<file path="src/rtl/rom_fetch_arbiter.sv">
// -----------------------------------------------------------------------------
// rom_fetch_arbiter
//
// Shares the single-port instruction ROM between the CPU instruction-fetch
// port (IF) and a debug/loader read port (DBG). This block sits between the
// core and the ROM. It is fully pipelined:
//   - The address phase is in cycle N. The grant, rom_ce_o and rom_addr_o are
//     all combinational.
//   - The data phase is in cycle N+1. rvalid is registered and rdata passes
//     through from the ROM.
//
// IF has priority. A burst counter limits IF to BURST_MAX consecutive grants
// while DBG is waiting. DBG then takes the next cycle, which guarantees that
// DBG makes forward progress.
//
// Parameters:
//   ADDR_W    - address bus width
//   DATA_W    - data bus width
//   BURST_MAX - max consecutive IF grants while DBG waits (1..255)
//   CNT_W     - burst counter width, 2**CNT_W > BURST_MAX
//
// Ports:
//   clk, rst                     - clock, synchronous active-high reset
//   if_req_i / if_addr_i         - IF request and byte address
//   if_gnt_o                     - IF accepted this cycle (combinational)
//   if_stall_o                   - IF requesting but not granted
//   if_rvalid_o / if_rdata_o     - IF response, one cycle after grant
//   dbg_req_i / dbg_addr_i       - DBG request and byte address
//   dbg_gnt_o                    - DBG accepted this cycle (combinational)
//   dbg_rvalid_o / dbg_rdata_o   - DBG response, one cycle after grant
//   rom_ce_o / rom_addr_o        - ROM chip enable and address
//   rom_data_i                   - ROM data, valid the cycle after rom_ce_o
// -----------------------------------------------------------------------------
module rom_fetch_arbiter #(
  parameter int ADDR_W    = 32,
  parameter int DATA_W    = 32,
  parameter int BURST_MAX = 8,
  parameter int CNT_W     = 8
) (
  input  logic              clk,
  input  logic              rst,

  input  logic              if_req_i,
  input  logic [ADDR_W-1:0] if_addr_i,
  output logic              if_gnt_o,
  output logic              if_stall_o,
  output logic              if_rvalid_o,
  output logic [DATA_W-1:0] if_rdata_o,

  input  logic              dbg_req_i,
  input  logic [ADDR_W-1:0] dbg_addr_i,
  output logic              dbg_gnt_o,
  output logic              dbg_rvalid_o,
  output logic [DATA_W-1:0] dbg_rdata_o,

  output logic              rom_ce_o,
  output logic [ADDR_W-1:0] rom_addr_o,
  input  logic [DATA_W-1:0] rom_data_i
);

  localparam logic [CNT_W-1:0] BURST_LIM = CNT_W'(BURST_MAX);

  logic [CNT_W-1:0] burst_cnt_q, burst_cnt_d;
  logic             resp_if_q, resp_if_d;
  logic             resp_dbg_q, resp_dbg_d;
  logic             if_win, dbg_win;
  logic             dbg_turn;

  // DBG wins a contended cycle only once IF has used up its burst allowance.
  assign dbg_turn = dbg_req_i && (burst_cnt_q >= BURST_LIM);

  // Grant decision.
  // While rst is high, nothing is granted, so every combinational output
  // is forced to its idle value.
  always_comb begin
    if_win  = 1'b0;
    dbg_win = 1'b0;
    if (!rst) begin
      if (if_req_i && !dbg_turn) begin
        if_win = 1'b1;
      end else if (dbg_req_i) begin
        dbg_win = 1'b1;
      end
    end
  end

  // Next state for the burst counter and the response tracking.
  //
  // The counter only advances while DBG is actually waiting. Any DBG grant
  // or withdrawal clears it.
  //
  // An IF grant with dbg_req_i high implies burst_cnt_q < BURST_LIM, so the
  // increment can never run past BURST_MAX.
  always_comb begin
    burst_cnt_d = '0;
    if (if_win && dbg_req_i) begin
      burst_cnt_d = burst_cnt_q + CNT_W'(1);
    end
    resp_if_d  = if_win;
    resp_dbg_d = dbg_win;
  end

  always_ff @(posedge clk) begin
    if (rst) begin
      burst_cnt_q <= '0;
      resp_if_q   <= 1'b0;
      resp_dbg_q  <= 1'b0;
    end else begin
      burst_cnt_q <= burst_cnt_d;
      resp_if_q   <= resp_if_d;
      resp_dbg_q  <= resp_dbg_d;
    end
  end

  // Address phase.
  assign if_gnt_o   = if_win;
  assign dbg_gnt_o  = dbg_win;
  assign if_stall_o = if_req_i & ~if_win & ~rst;
  assign rom_ce_o   = if_win | dbg_win;

  always_comb begin
    rom_addr_o = '0;
    if (if_win) begin
      rom_addr_o = if_addr_i;
    end else if (dbg_win) begin
      rom_addr_o = dbg_addr_i;
    end
  end

  // Data phase.
  // The rvalid outputs are masked by rst. A response that is in flight
  // when reset hits therefore never reaches the requester, even though the
  // tracking flop still holds it for that one cycle.
  assign if_rvalid_o  = resp_if_q & ~rst;
  assign dbg_rvalid_o = resp_dbg_q & ~rst;
  assign if_rdata_o   = if_rvalid_o  ? rom_data_i : '0;
  assign dbg_rdata_o  = dbg_rvalid_o ? rom_data_i : '0;

endmodule

</file>
<file path="config.mk">
export PLATFORM = sky130hd
export DESIGN_NAME = rom_fetch_arbiter
export DESIGN_NICKNAME = d
export VERILOG_FILES = /design/src/rtl/rom_fetch_arbiter.sv
export SDC_FILE = /design/constraint.sdc
export NUM_CORES = 1
export LEC_CHECK = 0
export CORE_MARGIN = 10
export CORE_UTILIZATION = 20
export DETAILED_ROUTE_END_ITERATION = 6
export PLACE_DENSITY = 0.75
export SLEW_MARGIN = 10
export SYNTH_ARGS = -nofsm -noshare
export SYNTH_HDL_FRONTEND = slang
export SYNTH_SLANG_ARGS = --single-unit
</file>
<file path="constraint.sdc">
create_clock -name clk -period 1.7 [get_ports clk]
set_input_delay 0.51 -clock clk [delete_from_list [all_inputs] [get_ports clk]]
set_output_delay 0.51 -clock clk [all_outputs]
set_load 0.01 [all_outputs]
</file>
---- Word level (Yosys, flattened, before mapping) ----
Cells that the tools add are included.
operators by class
  add/subtract/negate cells ............... 1
  $lt $le $gt $ge ......................... 1
  muxes and demuxes ....................... 9
  bitwise operators ....................... 8
  reduce and logical (&&, ||, !) cells .... 5
operators by type and width
  kind                                                               number
  2-to-1 mux 32 bit                                                  4
  adder 8 x 1 -> 8 bit, second input constant                        1
  greater-or-equal comparator 8 x 4 -> 1 bit, second input constant  1
  2-to-1 mux 1 bit                                                   5
  bitwise AND 1 bit                                                  4
  logical AND 1 bit                                                  3
  NOT 1 bit                                                          3
  OR reduction 2 bit                                                 1
  zero test 1 bit                                                    1
  bitwise OR 1 bit                                                   1
word-level totals
  register bits after elaboration ......... 10
  input port bits ......................... 100
  output and inout port bits .............. 102

---- Logic depth before layout (Yosys ltp) ----
  depth in word-level cells ............... 9
  mapped depth ............................ 4

---- Least setup slack after synthesis ----
No wires, ideal clock.
  path kind ............................... input -> output
  start point ............................. input port rst
  end point ............................... output port rom_addr_o[22]
  data arrival time ....................... 1,315 ps
  required time ........................... 1,190 ps
  slack ................................... -125 ps
  stages .................................. 4
  cell sequence ........................... nor4b_4 > o2bb2ai_4 > buf_6 > a22o_1
between the ends
  elaborated cells on any way between the ends .. 4
  those cells by class .................... mux (4)
RTL lines
  what                line  source
  start: declaration  41    input logic rst,
  2-to-1 mux 1 bit    78    if (!rst) begin
  net if_gnt_o        45    output logic if_gnt_o,
  2-to-1 mux 32 bit   123   if (if_win) begin
  end: declaration    57    output logic [ADDR_W-1:0] rom_addr_o,
The timed path passes the listed nets, and every way through them passes these cells.

---- Final worst setup path ----
  start point ............................. register burst_cnt_q[6]
  end point ............................... output port rom_addr_o[7]
between the ends
  cells in the longest elaborated chain, start to end .. 8
  elaborated cells on any way between the ends .. 10
  those cells by class .................... order compare (1); mux (6); reduce/logical (3)
ends and longest elaborated chain
  what                                          line  source
  start: declaration                            63    logic [CNT_W-1:0] burst_cnt_q, burst_cnt_d;
  start signal: assignment                      109   burst_cnt_q <= burst_cnt_d;
  greater-or-equal comparator 8 x 4 -> 1 bit *  70    assign dbg_turn = dbg_req_i && (burst_cnt_q >= BURST_LIM);
  logical AND 1 bit *                           70
  zero test 1 bit *                             79    if (if_req_i && !dbg_turn) begin
  logical AND 1 bit *                           79
  2-to-1 mux 1 bit                              79
  2-to-1 mux 1 bit                              78
  2-to-1 mux 32 bit                             125   end else if (dbg_win) begin
  2-to-1 mux 32 bit *                           123
Mark *: on every way between the ends. The rest lies on a longest branch, timed or not.

==> flow_summary.rst <==
.. list-table::
   :header-rows: 1

   * - Metric
     - Value
   * - Status
     - finished, violations left
   * - Violated checks
     - negative setup slack
   * - Final setup skew
     - 0.00140 ns
   * - Standard cell with the maximum stage delay on the critical path
     - sky130_fd_sc_hd__dfxtp_2
   * - Cell chain of the critical path
     - buf_6, nor4b_4, o2bb2ai_4, buf_12, buf_12, buf_8, a22o_1, buf_2
   * - Commonest cells in the synthesized netlist
     - 64 x sky130_fd_sc_hd__and2_1, 32 x sky130_fd_sc_hd__a22o_1, 10 x sky130_fd_sc_hd__dfxtp_1
   * - Horizontal extent of the die
     - 98.1 um
   * - Post-synthesis to final-layout area growth
     - 259%
   * - FMAX
     - 0.440 GHz
   * - Power per Cell Area
     - 306 mW/mm^2
   * - Min cycle time layout
     - 2.27 ns
   * - Hold Path Class
     - reg -> reg
   * - Kind of start point of the critical path
     - register
   * - Number of cells produced by synthesis
     - 149
   * - DR pass1 iterations
     - 4
   * - Core utilization of the finished layout
     - 74.0%
   * - Area fraction of the dominant cell type after synthesis
     - 32.8%
   * - Biggest area contributors in the synthesized netlist
     - sky130_fd_sc_hd__and2_1 33%, sky130_fd_sc_hd__a22o_1 23%, sky130_fd_sc_hd__dfxtp_1 16%
   * - Share of synthesized cell area in and, or, nand and nor gates
     - 42.9%
   * - Area of the mapped netlist
     - 0.00122 mm^2
   * - Number of antenna-violating nets in the routed design
     - 0
   * - Global-route wire length before repair
     - 14000 um
   * - Xor/xnor share of the synthesized area
     - 1.44%
   * - CP dominant cell by count
     - sky130_fd_sc_hd__buf_12
   * - Hold slack final
     - 0.498 ns
   * - Largest driver fanout on the critical path
     - 4
   * - Number of H-tree levels
     - 1
   * - Initial standard-cell utilization of the core
     - 20.6%
   * - Via density per instance
     - 4.47
   * - Via count of the first global-routing pass
     - 2299
   * - Antenna violations before repair
     - 0
   * - Maximum number of pins on one net before global-route repair
     - 11
   * - Drt initial violations
     - 46
   * - Setup repair after global routing missed its margin
     - true
   * - Count of unique library cells instantiated by Yosys
     - 22
   * - CTS buffer count
     - 3
   * - Type of the setup path with the least slack
     - reg -> out
   * - Number of hold violations in the final report
     - 0
   * - Largest stage delay on the critical path
     - 0.32 ns
   * - Ports placed on the boundary
     - 202
   * - Std cell rows
     - 28
   * - Number of flip-flops and latches in the synthesized netlist
     - 10
   * - Post-synth EDFFs
     - 0
   * - Share of flip-flops with an asynchronous set or reset after synthesis
     - 0%
   * - PnR Total Power
     - 1.34 mW
   * - Peak supply drop
     - 0.371 mV
   * - Most used flip-flop cell after synthesis
     - sky130_fd_sc_hd__dfxtp_1
   * - Buffer levels on the longest clock path
     - 2
   * - Required time of the critical path
     - 1.19 ns
   * - CTS sink count
     - 10
   * - Library cell with the largest summed area after synthesis
     - sky130_fd_sc_hd__and2_1
   * - Final layout net count
     - 517
   * - Clock network latency to the later pin of the worst-skew pair
     - 0.23 ns
   * - Number of pins with negative max-slew slack in the final report
     - 0
   * - Setup violations, final
     - 101
   * - Minimum setup slack after placement
     - -1.22 ns
   * - Number of warnings issued by yosys
     - 0
   * - Largest family of logic cells by synthesized area
     - simple AND/OR/NAND/NOR gates
   * - Final antenna diode count
     - 0
   * - All-Layer GR Usage
     - 17.9%
   * - TritonCTS clock tree
     - done
   * - Buffers added on ports
     - 201
   * - Adder-cell share of the synthesized area
     - 2.05%
   * - Max-cap viol count
     - 0
   * - Crit path arrival time
     - 1.76 ns
   * - Core area
     - 0.00592 mm^2
   * - Final setup slack of the worst path
     - -0.573 ns
   * - Remaining DRCs
     - 0
   * - Placed wire-length estimate after detailed placement
     - 6730 um
   * - Multiplexer area fraction after synthesis
     - 0%
   * - Aggregate global routing overflow
     - 0
   * - Share of synthesized area occupied by flip-flops and latches
     - 16.4%
   * - Static leakage
     - 2.07 nW
   * - Clock-pin slew reported for the worst setup and hold paths after clock tree synthesis
     - 0.04 ns
   * - Kind of capture point of the worst setup path
     - output pin
   * - Proportion of layout cells with a drive suffix above 1
     - 60.3%
   * - Vertical die dimension
     - 98.1 um
   * - Via count of the routed design
     - 2182
   * - Library cell with the highest instance count after synthesis
     - sky130_fd_sc_hd__and2_1
   * - Root buffer selected by CTS
     - sky130_fd_sc_hd__clkbuf_8
   * - Area of the die
     - 0.00962 mm^2
   * - Wirelength per Cell
     - 20.5 um
   * - Area fraction in compound gates after synthesis
     - 28.3%
   * - Global placement routability congestion
     - 0.804
   * - Mean area per synthesized cell
     - 8.19 um^2
   * - Tcrit/Tclk final
     - 134%
   * - Wire length after detailed routing
     - 10000 um
   * - Worst setup slack for register-to-register paths
     - 0.24 ns
[registers in the layout, indices dropped and copies added (netlist names)]
| register | flops |
|---|---|
| resp_dbg_q | 1 |
| burst_cnt_q | 8 |
| resp_if_q | 1 |
[metrics by stage]
stage	cells	cell area (um^2)	TNS, ns
after global placement	434	3440	-111.61
after global routing	488	4380	-37.18
after detailed placement	434	3440	-114.37
after floorplan	152	1230	-3.24
final	488	4380	-31.96
after CTS	481	3870	-31.44
[path summary, 6_finish.rpt]
kind | start | to | depth (start not counted)
hold reg to reg | burst_cnt_q[0]$_SDFF_PP0_ | burst_cnt_q[0]$_SDFF_PP0_ | 1
setup reg to reg | burst_cnt_q[5]$_SDFF_PP0_ | burst_cnt_q[3]$_SDFF_PP0_ | 6
setup / recovery | burst_cnt_q[6]$_SDFF_PP0_ | rom_addr_o[7] | 8
hold / removal | burst_cnt_q[0]$_SDFF_PP0_ | burst_cnt_q[0]$_SDFF_PP0_ | 1
[layer usage]
metal | share of wire, % | track usage (%)
met2 | 55 | 35.0
met3 | 7.7 | 5.99
met4 | 0.76 | 2.57
met1 | 36 | 18.2
met5 | 0 | 0
[power breakdown]
| part | switching, mW | total [mW] | internal (mW) | leakage (nW) |
|---|---|---|---|---|
| registers | 0.00604 | 0.250 | 0.244 | 0.0825 |
| clock network | 0.0856 | 0.240 | 0.154 | 0.0216 |
| logic | 0.282 | 0.852 | 0.570 | 1.97 |
| total | 0.374 | 1.34 | 0.968 | 2.07 |
[layout make-up]
class / instances / area (um^2)
Inverter: 4 / 15.0
Timing Repair Buffer: 270 / 2920
Sequential cell: 10 / 204
Clock buffer: 3 / 41.3
Fill cell: 412 / 1540
Tap cell: 75 / 93.8
Multi-Input combinational cell: 126 / 1110
[logic make-up (layout without fill, tap and decap cells)]
logic type,Yosys count,in the layout
adder cells (fa/ha/maj),2,2
other,1,4
AND/OR/NAND/NOR,81,81
flip-flops,10,10
AO/OA/AOI/OAI,37,37
XOR/XNOR,2,2
buffers and inverters,16,277
[critical path: cells and delay by family, from the launching register on]
| kind | cells | cell delay, ns |
|---|---|---|
| buffers and inverters | 5 | 0.58 |
| AO/OA/AOI/OAI | 2 | 0.34 |
| flip-flops | 1 | 0.32 |
| AND/OR/NAND/NOR | 1 | 0.28 |
[cell usage in the layout, fill, tap and decap left out, types with 2 or more instances in the layout]
cell	netlist	final
sky130_fd_sc_hd__a22o_1	32	32
sky130_fd_sc_hd__and2_1	64	5
sky130_fd_sc_hd__and2_4	0	59
sky130_fd_sc_hd__buf_12	0	10
sky130_fd_sc_hd__buf_16	0	8
sky130_fd_sc_hd__buf_2	0	32
sky130_fd_sc_hd__buf_4	0	15
sky130_fd_sc_hd__buf_6	6	104
sky130_fd_sc_hd__buf_8	0	3
sky130_fd_sc_hd__clkbuf_16	0	2
sky130_fd_sc_hd__clkbuf_8	0	3
sky130_fd_sc_hd__clkdlybuf4s50_1	0	96
sky130_fd_sc_hd__conb_1	1	4
sky130_fd_sc_hd__dfxtp_1	10	7
sky130_fd_sc_hd__dfxtp_2	0	3
sky130_fd_sc_hd__ha_1	2	2
sky130_fd_sc_hd__inv_1	4	4
sky130_fd_sc_hd__nor2_2	0	2
sky130_fd_sc_hd__nor2b_4	0	2
sky130_fd_sc_hd__nor3_1	6	6
sky130_fd_sc_hd__nor4b_4	2	2
[repair_timing]
item	in CTS	in global routing
buffers inserted	34	11
pin swaps	26	44
gates cloned	10	1
setup endpoints to repair	103	102
resized for setup	506	123
hold buffers	0	0
Power figures use the tool's default switching activity.
